File: config.mk
export PLATFORM = sky130hd
export DESIGN_NAME = fetch_stage_hz
export DESIGN_NICKNAME = d
export VERILOG_FILES = /design/src/rtl/fetch_stage_hz.sv
export SDC_FILE = /design/constraint.sdc
export NUM_CORES = 1
export LEC_CHECK = 0
export BUFFER_PORTS_ARGS = -buffer_cell sky130_fd_sc_hd__clkbuf_2
export CORE_MARGIN = 3
export CORE_UTILIZATION = 45
export DETAILED_ROUTE_END_ITERATION = 8
export PLACE_DENSITY = 0.74
export SLEW_MARGIN = 0
export SYNTH_ARGS = -nofsm -noshare
export SYNTH_HDL_FRONTEND = slang
export SYNTH_SLANG_ARGS = --single-unit
File: constraint.sdc
create_clock -name clk -period 3.8 [get_ports clk]
set_clock_uncertainty 0.2 [all_clocks]
set_input_delay 0.57 -clock clk [delete_from_list [all_inputs] [get_ports clk]]
set_output_delay 0.57 -clock clk [all_outputs]
set_load 0.02 [all_outputs]
File: src/rtl/fetch_stage_hz.sv
// fetch_stage_hz: IF stage holding the PC, driving a wait-state imem port and the IF/ID register.
// Optional FETCH_PERF_EN adds saturating fetch_cnt / bubble_cnt counters.
module fetch_stage_hz #(
   parameter int unsigned       XLEN      = 32,
   parameter logic [XLEN-1:0]   RESET_PC  = '0,
   parameter logic [31:0]       NOP_INSTR = 32'h0000_0013,
   parameter int unsigned       PERF_W    = 32
) (
   input  logic            clk,
   input  logic            rst,
   input  logic            StallF,
   input  logic            StallD,
   input  logic            FlushD,
   input  logic            PCSrcE,
   input  logic [XLEN-1:0] PCTargetE,
   output logic [XLEN-1:0] imem_addr,
   input  logic [31:0]     imem_rdata,
   input  logic            imem_ready,
   output logic [31:0]     InstrD,
   output logic [XLEN-1:0] PCD,
   output logic [XLEN-1:0] PCPlus4D,
   output logic            ValidD
`ifdef FETCH_PERF_EN
   ,
   output logic [PERF_W-1:0] fetch_cnt,
   output logic [PERF_W-1:0] bubble_cnt
`endif
);

   logic [XLEN-1:0] pcf_q, pcf_d, pc_plus4_f;
   logic [31:0]     instr_q, instr_d;
   logic [XLEN-1:0] pcd_q, pcd_d;
   logic [XLEN-1:0] plus4d_q, plus4d_d;
   logic            valid_q, valid_d;
   logic            capture;

   assign pc_plus4_f = pcf_q + XLEN'(4);
   assign capture    = imem_ready & ~StallF & ~PCSrcE;
   assign imem_addr  = pcf_q;

   // Redirect beats stall and wait state; a pending fetch is simply abandoned.
   always_comb begin
      pcf_d = pc_plus4_f;
      if (PCSrcE)
         pcf_d = {PCTargetE[XLEN-1:2], 2'b00};
      else if (StallF || !imem_ready)
         pcf_d = pcf_q;
   end

   always_comb begin
      instr_d  = instr_q;
      pcd_d    = pcd_q;
      plus4d_d = plus4d_q;
      valid_d  = valid_q;
      if (FlushD) begin
         instr_d  = NOP_INSTR;
         pcd_d    = '0;
         plus4d_d = '0;
         valid_d  = 1'b0;
      end else if (!StallD) begin
         instr_d  = capture ? imem_rdata : NOP_INSTR;
         pcd_d    = pcf_q;
         plus4d_d = pc_plus4_f;
         valid_d  = capture;
      end
   end

   always_ff @(posedge clk) begin
      if (!rst) begin
         pcf_q    <= RESET_PC;
         instr_q  <= NOP_INSTR;
         pcd_q    <= '0;
         plus4d_q <= '0;
         valid_q  <= 1'b0;
      end else begin
         pcf_q    <= pcf_d;
         instr_q  <= instr_d;
         pcd_q    <= pcd_d;
         plus4d_q <= plus4d_d;
         valid_q  <= valid_d;
      end
   end

   assign InstrD   = instr_q;
   assign PCD      = pcd_q;
   assign PCPlus4D = plus4d_q;
   assign ValidD   = valid_q;

`ifdef FETCH_PERF_EN
   logic [PERF_W-1:0] fetch_cnt_q, bubble_cnt_q;
   logic              fetch_inc, bubble_inc;

   function automatic logic [PERF_W-1:0] sat_inc(input logic [PERF_W-1:0] v);
      return (&v) ? v : v + PERF_W'(1);
   endfunction

   assign fetch_inc  = capture & ~FlushD & ~StallD;
   assign bubble_inc = ~imem_ready & ~StallF & ~PCSrcE;

   always_ff @(posedge clk) begin
      if (!rst) begin
         fetch_cnt_q  <= '0;
         bubble_cnt_q <= '0;
      end else begin
         if (fetch_inc)  fetch_cnt_q  <= sat_inc(fetch_cnt_q);
         if (bubble_inc) bubble_cnt_q <= sat_inc(bubble_cnt_q);
      end
   end

   assign fetch_cnt  = fetch_cnt_q;
   assign bubble_cnt = bubble_cnt_q;
`else
   // Counter width only matters when the counters exist.
   logic [PERF_W-1:0] unused_perf_w;
   assign unused_perf_w = '0;
`endif

endmodule

==> results of run 1 <==
## stage by stage
step,setup slack (ps),power (mW),cells,utilization [%],cell area (um^2)
after floorplan,1530,1.61,617,-,5370
after global placement,1360,1.72,898,54.6,6290
after detailed placement,1270,1.73,898,54.6,6290
after CTS,1260,3.47,930,60.3,6940
after global routing,989,3.57,930,60.3,6940
final,1230,3.44,930,60.3,6940
## placed cells by master (no fill, tap or decap), types with 5 or more instances in the layout
master	Yosys	layout
clkbuf_16	0	17
xnor2_1	34	34
buf_4	6	8
nand2_1	27	27
xor2_1	8	8
nor3_2	6	7
dfxtp_1	123	123
o21ai_0	47	47
clkbuf_2	0	190
a22oi_1	30	30
nor3_1	8	7
clkbuf_8	0	6
nand3_1	15	15
mux2i_1	34	34
conb_1	1	6
nor4_1	6	6
a21oi_1	52	52
nand4_1	5	5
nor2_1	97	97
and3_1	7	7
inv_1	5	5
## power by group
group	switching, mW	internal [mW]	total [mW]	leakage [nW]
logic	0.190	0.118	0.308	1.61
registers	0.0617	1.33	1.39	1.00
clock network	0.541	1.20	1.74	0.321
## metal layers
layer	up-vias	global-route usage, %
met2	204	38.7
met5	-	0
met3	15	5.74
li1	2453	-
met1	2311	28.0
met4	0	8.92
## area by class of cell
cell class              count  area, um^2  area share, %
multi-input cells         427        2610           37.6
flip-flops and latches    123        2460           35.5
repair buffers            198        1010           14.6
clock buffers              26         519           7.48
well taps                 143         179           2.58
clock inverters             6         130           1.87
inverters                   7        26.3          0.379
## how the worst max path moves through the flow
| stage | slack (ps) | from | end |
|---|---|---|---|
| final | 1230 | imem_addr[2]$_SDFFE_PN0P_ | imem_addr[20]$_SDFFE_PN0P_ |
| after global routing | 990 | imem_addr[2]$_SDFFE_PN0P_ | imem_addr[20]$_SDFFE_PN0P_ |
| after CTS | 1260 | imem_addr[2]$_SDFFE_PN0P_ | imem_addr[20]$_SDFFE_PN0P_ |
| after detailed placement | 1270 | imem_addr[2]$_SDFFE_PN0P_ | imem_addr[20]$_SDFFE_PN0P_ |
| after global placement | 1360 | imem_addr[3]$_SDFFE_PN0P_ | imem_addr[18]$_SDFFE_PN0P_ |
| after floorplan | 1530 | imem_addr[10]$_SDFFE_PN0P_ | PCPlus4D[29]$_SDFFE_PP0N_ |
## synth_stat cells, types with 6 or more instances
library cell,number
o21ai_0,47
buf_2,13
nor3_2,6
and3_1,7
buf_4,6
dfxtp_1,123
clkbuf_1,36
mux2i_1,34
nand2_1,27
nor2_1,97
nor4_1,6
xor2_1,8
nand3_1,15
nor3_1,8
a22oi_1,30
xnor2_1,34
a21oi_1,52
## cell families after synthesis
family                     count (synthesis)
AOI/OAI and AO/OA                        148
xor gates and xnor gates                  42
adders and majority gates                  1
buffers and inverters                     67
DFF                                      123
muxes                                     34
other                                      1
and+or+nand+nor                          196
## sequential cells by signal, indices dropped and copies added, names as in the netlist
| register | count |
|---|---|
| ValidD | 1 |
| imem_addr | 30 |
| PCD | 30 |
| PCPlus4D | 30 |
| InstrD | 32 |
## worst max-delay path, stage by stage, from the launching register on
cell,delay (ps)
dfxtp_1,460
ha_1,310
nand4_1,300
nor4_4,640
nand3_1,150
a221oi_1,310
nor2_1,80
==> metrics, run 1 <==
Worst Setup Start Kind=register; RSZ-0062 raised after global routing=false; worst flop-to-flop path startpoint=imem_addr[2]$_SDFFE_PN0P_; Yosys top cell area share=between 40% and 50%; Final Slew Violations=0; top cells by area, synth=dfxtp_1 46%, nor2_1 6.8%, mux2i_1 6.4%, xnor2_1 5.6%, a21oi_1 4.9%; crit end category=register; largest net degree at the start of global routing=52; WHS Path Cells=3; CP Data Required Time=slightly below 4000 ps; top_reg_cell synth=dfxtp_1; Clock Path Buffers=2; Ports=200; critical path class=reg -> reg; Worst Hold Class=in -> reg; initial antenna violation count=0; sequential element share of the synthesized area=a little under half; status=finished clean; Post-Synth Simple-Gate Area=between 10% and 20%; Mapped Cells=612; Worst VDD drop=between 300 and 400 uV; pwr dens=roughly 500 nW/um^2; Hold Path End=InstrD[4]$_SDFFE_PP1N_; met2 wire len=roughly 7.1 mm; CTS Hold Bufs=0; H-tree levels=4; Post-synth ARST share=0%; Die H=roughly 120 um; clk sinks=about 120; worst reg2reg endpoint=imem_addr[20]$_SDFFE_PN0P_; wl on met1=6.65 mm; die area=approximately 13000 um^2; Root Buffer Master=clkbuf_16; R2R Setup Slk=1230 ps; DR pass1 iterations=5; initial core utilization=roughly 46%; library cells used by synthesis=47; XOR/XNOR Fraction of Synth Area=under 10%; Ant. Diodes=0; Leak=about 2.9 nW; quantity of I/O buffers inserted on ports=roughly 190; Rows=39; Post-synth EDFFs=0; layout cells sized above 1=31.9%; fillers=slightly above 1000; vias in the first global route=a little under 5000; mux share of post-synthesis cell area=around 6.4%; post-CTS setup buffers=0; post-CTS sizing=0; final hold vios=0; leading area contributor after synthesis=dfxtp_1; max_cap viols=0; # nets final=around 850; synthesized area=around 5300 um^2; Period Utilization, post-route=between 60% and 70%; Routed WL=15.0 mm; first-pass GRT wire length=between 20 and 25 mm; endpoints failing setup=0; Mapped Avg Cell Area=between 8 and 9 um^2; top layer in use=met4; die extent in x=roughly 120 um; Initial DRC Count=250; Worst-path clk slew=50 ps; setup tns final=0 ps; drt wl/cell=16.1 um; worst path arrival time=between 2000 and 3000 ps; DRC Markers=0; Final Hold Slack=177 ps; hold_sp=imem_rdata[4]; Final GP Congestion=between 0.8 and 0.9; fmax=about 0.39 GHz; area grow syn2layout=29.8%; post-synthesis compound-gate area fraction=16.2%; post-DR vias/cell=roughly 5.4; GR Overflow Total=0; Synth Register Bits=around 120; minimum clock period=about 2600 ps; largest family of logic cells by synthesized area=simple AND/OR/NAND/NOR gates; Slew @ Worst Pin=752 ps; Routed Antenna Nets=0; Yosys warning count=0; Vias=between 4000 and 5000; clk_lat worst skew=slightly above 400 ps; worst-path fanout max=9; DPL Wire Length=roughly 11 mm; Tot GR Track Use=~23%; DR WL met3=about 1.1 mm; Adder-Cell Fraction of Synth Area=less than 1%; Slew headroom=between 40 and 50%; Core Area=11500 um^2; Reg2Reg Depth=6; TritonCTS clock tree=built; Num CTS Buffers=17
Note: power is estimated with default switching activity, not from simulation.
==> run 2, diff against run 1 <==
==> constraint.sdc (replaced) <==
create_clock -name clk -period 2.53 [get_ports clk]
set_clock_uncertainty 0.2 [all_clocks]
set_input_delay 0.3795 -clock clk [delete_from_list [all_inputs] [get_ports clk]]
set_output_delay 0.3795 -clock clk [all_outputs]
set_load 0.02 [all_outputs]
==> run 2 against run 1 <==
Against the previous run: clock power rose by 49%; critical path depth decreased by 1; register-to-register slack lost 970 ps.
==> metrics, run 2 (synthesized netlist as in run 1, its figures left out) <==
post-CTS setup buffers=0; Initial DRC Count=about 270; max_cap viols=0; pwr dens=~720 nW/um^2; Core Area=between 10000 and 15000 um^2; worst flop-to-flop path startpoint=imem_addr[4]$_SDFFE_PN0P_; Slew @ Worst Pin=~530 ps; area grow syn2layout=34.4%; fillers=985; R2R Setup Slk=between 200 and 300 ps; drt wl/cell=approximately 16 um; Worst-path clk slew=approximately 50 ps; fin util=62.4%; Slew headroom=64.8%; worst reg2reg endpoint=imem_addr[21]$_SDFFE_PN0P_; RSZ-0062 raised after global routing=false; Final Total Pwr=a little over 5 mW; Ant. Diodes=0; initial antenna violation count=0; Tot GR Track Use=between 20% and 30%; final hold vios=0; FF/Latch Area=approximately 2500 um^2; Hold Path End=InstrD[24]$_SDFFE_PP0N_; critical path class=reg -> reg; Ports=200; commonest non-fill, non-tap cell in the layout=clkbuf_2; Root Buffer Master=clkbuf_16; first-pass GRT wire length=approximately 24 mm; crit end category=register; Worst VDD drop=around 370 uV; post-DR vias/cell=~5.3; Clock Path Buffers=2; DR pass1 iterations=4; Vias=~5100; vias in the first global route=4957; DRC Markers=0; Rows=39; Final GP Congestion=just under 0.9; Period Utilization, post-route=around 90%; Switching Share=around 23%; DPL Wire Length=11.0 mm; setup tns final=0 ps; Die H=between 100 and 150 um; endpoints failing setup=0; H-tree levels=4; Leak=3.08 nW; share of power burned in registers=about two fifths; TritonCTS clock tree=built; clk_lat worst skew=around 410 ps; switching power=about 1.2 mW; largest net degree at the start of global routing=slightly above 50; Int Pwr=3.98 mW; Placed Area=6500 um^2; worst-path fanout max=16; minimum clock period=approximately 2300 ps; Largest register FFs=32; most frequent cells in the layout=190 x clkbuf_2, 123 x dfxtp_1, 97 x nor2_1, 52 x a21oi_1, 47 x o21ai_0; layout cells sized above 1=about a third; die extent in x=115 um; Num CTS Buffers=17; worst path arrival time=roughly 2400 ps; # nets final=just under 900; clk sinks=around 120; fmax=roughly 0.44 GHz; status=finished clean; clock share of power=between 40% and 50%; Post-Layout Cell Count=960; die area=13200 um^2; Final Slew Violations=0; design area=7190 um^2; Multi-input gate area=2610 um^2; initial core utilization=a little under half; Routed Antenna Nets=0; Routed WL=roughly 15 mm; quantity of I/O buffers inserted on ports=about 190; Worst Setup Start Kind=register; hold_sp=imem_rdata[24]; Reg2Reg Depth=5; combinational fraction of design power=10.3%; GR Overflow Total=0; placed cell count=approximately 920; CP Data Required Time=between 2000 and 3000 ps; WHS Path Cells=3; Worst Hold Class=in -> reg
-- run 2: changes by cell type in the layout (fill, tap and decap cells not counted), sizes merged --
cell,before,now
clkinv,3,4
clkbuf,216,214
dlygate4sd3,0,5
buf,8,34
-- run 2: worst max-delay path, stage by stage, from the launching register on --
cell and delay (ps):
dfxtp_1 490, and4_1 350, nand3_2 360, nor4_1 500, xnor2_1 170, a21oi_1 80
-- run 2: worst max-delay path by stage --
| stage | cells after the start | slack, ps | to | from |
|---|---|---|---|---|
| 2_1_floorplan | 7 | 260 | PCPlus4D[29]$_SDFFE_PP0N_ | imem_addr[10]$_SDFFE_PN0P_ |
| 3_3_place_gp | 5 | 310 | imem_addr[21]$_SDFFE_PN0P_ | imem_addr[9]$_SDFFE_PN0P_ |
| 3_5_place_dp | 5 | 300 | imem_addr[21]$_SDFFE_PN0P_ | imem_addr[4]$_SDFFE_PN0P_ |
| 4_1_cts | 6 | 280 | PCPlus4D[26]$_SDFFE_PP0N_ | imem_addr[2]$_SDFFE_PN0P_ |
| 5_1_grt | 6 | 60 | imem_addr[26]$_SDFFE_PN0P_ | imem_addr[2]$_SDFFE_PN0P_ |
| 6_report | 5 | 260 | imem_addr[21]$_SDFFE_PN0P_ | imem_addr[4]$_SDFFE_PN0P_ |
-- run 2: power groups by stage --
stage | Combinational [mW] | Sequential, mW | Clock (mW)
2_1_floorplan | 0.261 | 2.16 | 0
3_3_place_gp | 0.519 | 2.10 | 0
3_5_place_dp | 0.526 | 2.10 | 0
4_1_cts | 0.536 | 2.06 | 2.63
5_1_grt | 0.585 | 2.07 | 2.72
6_report | 0.534 | 2.07 | 2.59
-- run 2: what timing repair did --
item / 4_1_cts / 5_1_grt
hold endpoints to repair: 5 / 0
resized for setup: 0 / 0
hold buffers: 5 / 0
-- run 2: final cells by class --
type | count | area share [%]
timing repair buffer | 229 | 17.7
clock buffer | 24 | 6.98
sequential | 123 | 34.3
tap | 143 | 2.49
clock inverter | 7 | 1.88
inverter | 7 | 0.366
multi-input combinational | 427 | 36.4
-- run 2: routing by layer --
| metal | part of all wire, % | GRT usage [%] |
|---|---|---|
| met4 | 2.0 | 8.76 |
| met1 | 43 | 27.8 |
| met3 | 7.5 | 6.00 |
| met2 | 48 | 38.7 |
| met5 | 0 | 0 |
-- run 2: through the flow --
step / setup WS, ps / hold slack, ps
2_1_floorplan: 256 / 318
3_3_place_gp: 306 / 248
3_5_place_dp: 297 / 262
4_1_cts: 279 / 1.17
5_1_grt: 59.6 / 2.06
6_report: 260 / 11.2
==> run 3, diff against run 2 <==
--- a/config.mk
+++ b/config.mk
@@ -10,6 +10,7 @@
 export CORE_UTILIZATION = 45
 export DETAILED_ROUTE_END_ITERATION = 8
 export PLACE_DENSITY = 0.74
+export RECOVER_POWER = 100
 export SLEW_MARGIN = 0
 export SYNTH_ARGS = -nofsm -noshare
 export SYNTH_HDL_FRONTEND = slang
==> run 3 against run 2 <==
Against the previous run: power is 0.39% lower; largest cell class unchanged; register-to-register slack worse by 98 ps; largest power group unchanged; first-iteration DRC count grew 2.6%; critical path type unchanged.
==> metrics, run 3 (synthesized netlist as in run 1, its figures left out) <==
Int Pwr=between 3 and 4 mW; fillers=~1100; worst flop-to-flop path startpoint=imem_addr[2]$_SDFFE_PN0P_; Hold Path End=InstrD[24]$_SDFFE_PP0N_; drt wl/cell=between 15 and 20 um; critical path class=reg -> reg; post-CTS setup buffers=0; clock share of power=approximately 50%; largest net degree at the start of global routing=between 50 and 60; Tot GR Track Use=a little under a quarter; GR Overflow Total=0; CP max-delay cell=nor4_2; met1 global-route usage=27.8%; most used routing layer=met2; Ant. Diodes=0; Leak=2.61 nW; Ports=200; fmax=0.422 GHz; GR Util met3=6.00%; Worst VDD drop=~370 uV; Switching Share=23.3%; Final GP Congestion=between 0.8 and 0.9; clk_lat worst skew=roughly 410 ps; Clock Path Buffers=2; setup tns final=0 ps; Initial DRC Count=272; combinational fraction of design power=under 10%; hold_sp=imem_rdata[24]; # nets final=a little under 900; H-tree levels=4; share of power burned in registers=40.0%; Reg2Reg Depth=6; R2R Setup Slk=160 ps; quantity of I/O buffers inserted on ports=191; largest stage delay on the critical path=about 660 ps; Core Area=11500 um^2; die area=roughly 13000 um^2; most frequent cells in the layout=132 x clkbuf_1, 123 x dfxtp_1, 97 x nor2_1, 74 x clkbuf_2, 52 x a21oi_1; initial antenna violation count=0; crit end category=register; DPL Wire Length=approximately 11 mm; commonest non-fill, non-tap cell in the layout=clkbuf_1; status=finished clean; Worst-path clk slew=50 ps; clk sinks=between 100 and 150; area grow syn2layout=29.4%; Routed WL=~15 mm; Vias=5090; Root Buffer Master=clkbuf_16; worst reg2reg endpoint=imem_addr[18]$_SDFFE_PN0P_; Num CTS Buffers=17; Final Total Pwr=between 5 and 6 mW; vias in the first global route=4957; Routed Antenna Nets=0; DRC Markers=0; Slew @ Worst Pin=approximately 1000 ps; met2 usage=38.7%; fin util=between 60% and 70%; die extent in x=between 100 and 150 um; CP Data Required Time=2620 ps; post-DR vias/cell=5.30; Die H=between 100 and 150 um; WHS Path Cells=3; first-pass GRT wire length=between 20 and 25 mm; RSZ-0062 raised after global routing=false; Worst Hold Class=in -> reg; pwr dens=747 nW/um^2; Final Slew Violations=0; Period Utilization, post-route=a little over nine tenths; critical path, cell by cell=ha_1 > nand4_1 > nor4_2 > nand3_1 > a221oi_1 > nor2_1; TritonCTS clock tree=built; Largest register FFs=32; worst-path fanout max=5; worst path arrival time=roughly 2500 ps; endpoints failing setup=0; layout cells sized above 1=around 17%; Worst Setup Start Kind=register; switching power=roughly 1.2 mW; final hold vios=0; minimum clock period=about 2400 ps; DR pass1 iterations=4; initial core utilization=46.4%; max_cap viols=0; Rows=39; Slew headroom=between 30% and 40%
## run 3: repair_timing
item                      in CTS  in global routing
gates resized for setup        0                  0
hold endpoints to repair       5                  0
hold buffers                   5                  0
## run 3: power by group through the flow
stage	sequential, mW	combinational, mW	clock, mW
after floorplan	2.16	0.261	0
after global placement	2.10	0.519	0
after detailed placement	2.10	0.526	0
after CTS	2.06	0.536	2.63
after global routing	2.07	0.560	2.72
final	2.07	0.510	2.59
## run 3: worst max-delay path by stage
stage	start	endpoint	cells past startpoint
floorplan	imem_addr[10]$_SDFFE_PN0P_	PCPlus4D[29]$_SDFFE_PP0N_	7
global placement	imem_addr[9]$_SDFFE_PN0P_	imem_addr[21]$_SDFFE_PN0P_	5
detailed placement	imem_addr[4]$_SDFFE_PN0P_	imem_addr[21]$_SDFFE_PN0P_	5
CTS	imem_addr[2]$_SDFFE_PN0P_	PCPlus4D[26]$_SDFFE_PP0N_	6
global route	imem_addr[2]$_SDFFE_PN0P_	imem_addr[18]$_SDFFE_PN0P_	6
finish	imem_addr[2]$_SDFFE_PN0P_	imem_addr[18]$_SDFFE_PN0P_	6
## run 3: stage by stage
stage / worst slack (ps) / area, um^2 / cells / hold WS [ps]
after detailed placement: 297 / 6500 / 924 / 262
final: 162 / 6920 / 960 / 8.35
after global routing: 60.0 / 6920 / 960 / 2.06
after CTS: 279 / 7190 / 960 / 1.17
after global placement: 306 / 6500 / 924 / 248
after floorplan: 256 / 5370 / 617 / 318
## run 3: final cells by class
| cell class | instances | area (um^2) | area share (%) |
|---|---|---|---|
| Multi-Input combinational cell | 427 | 2540 | 36.8 |
| Sequential cell | 123 | 2460 | 35.6 |
| Timing Repair Buffer | 229 | 1070 | 15.5 |
| Clock buffer | 24 | 502 | 7.25 |
| Tap cell | 143 | 179 | 2.59 |
| Clock inverter | 7 | 135 | 1.95 |
| Inverter | 7 | 26.3 | 0.380 |
## run 3: worst max-delay path: cells and delay by family, from the launching register on
kind	cells	cell delay [ps]
DFF	1	330
AOI/OAI and AO/OA	1	310
and+or+nand+nor	4	1160
adders and majority gates	1	250
## run 3: layer usage
metal	part of all wire (%)	wire length, um
met1	43	6520
met2	48	7220
met3	7.4	1130
met4	2.1	314
met5	0	0
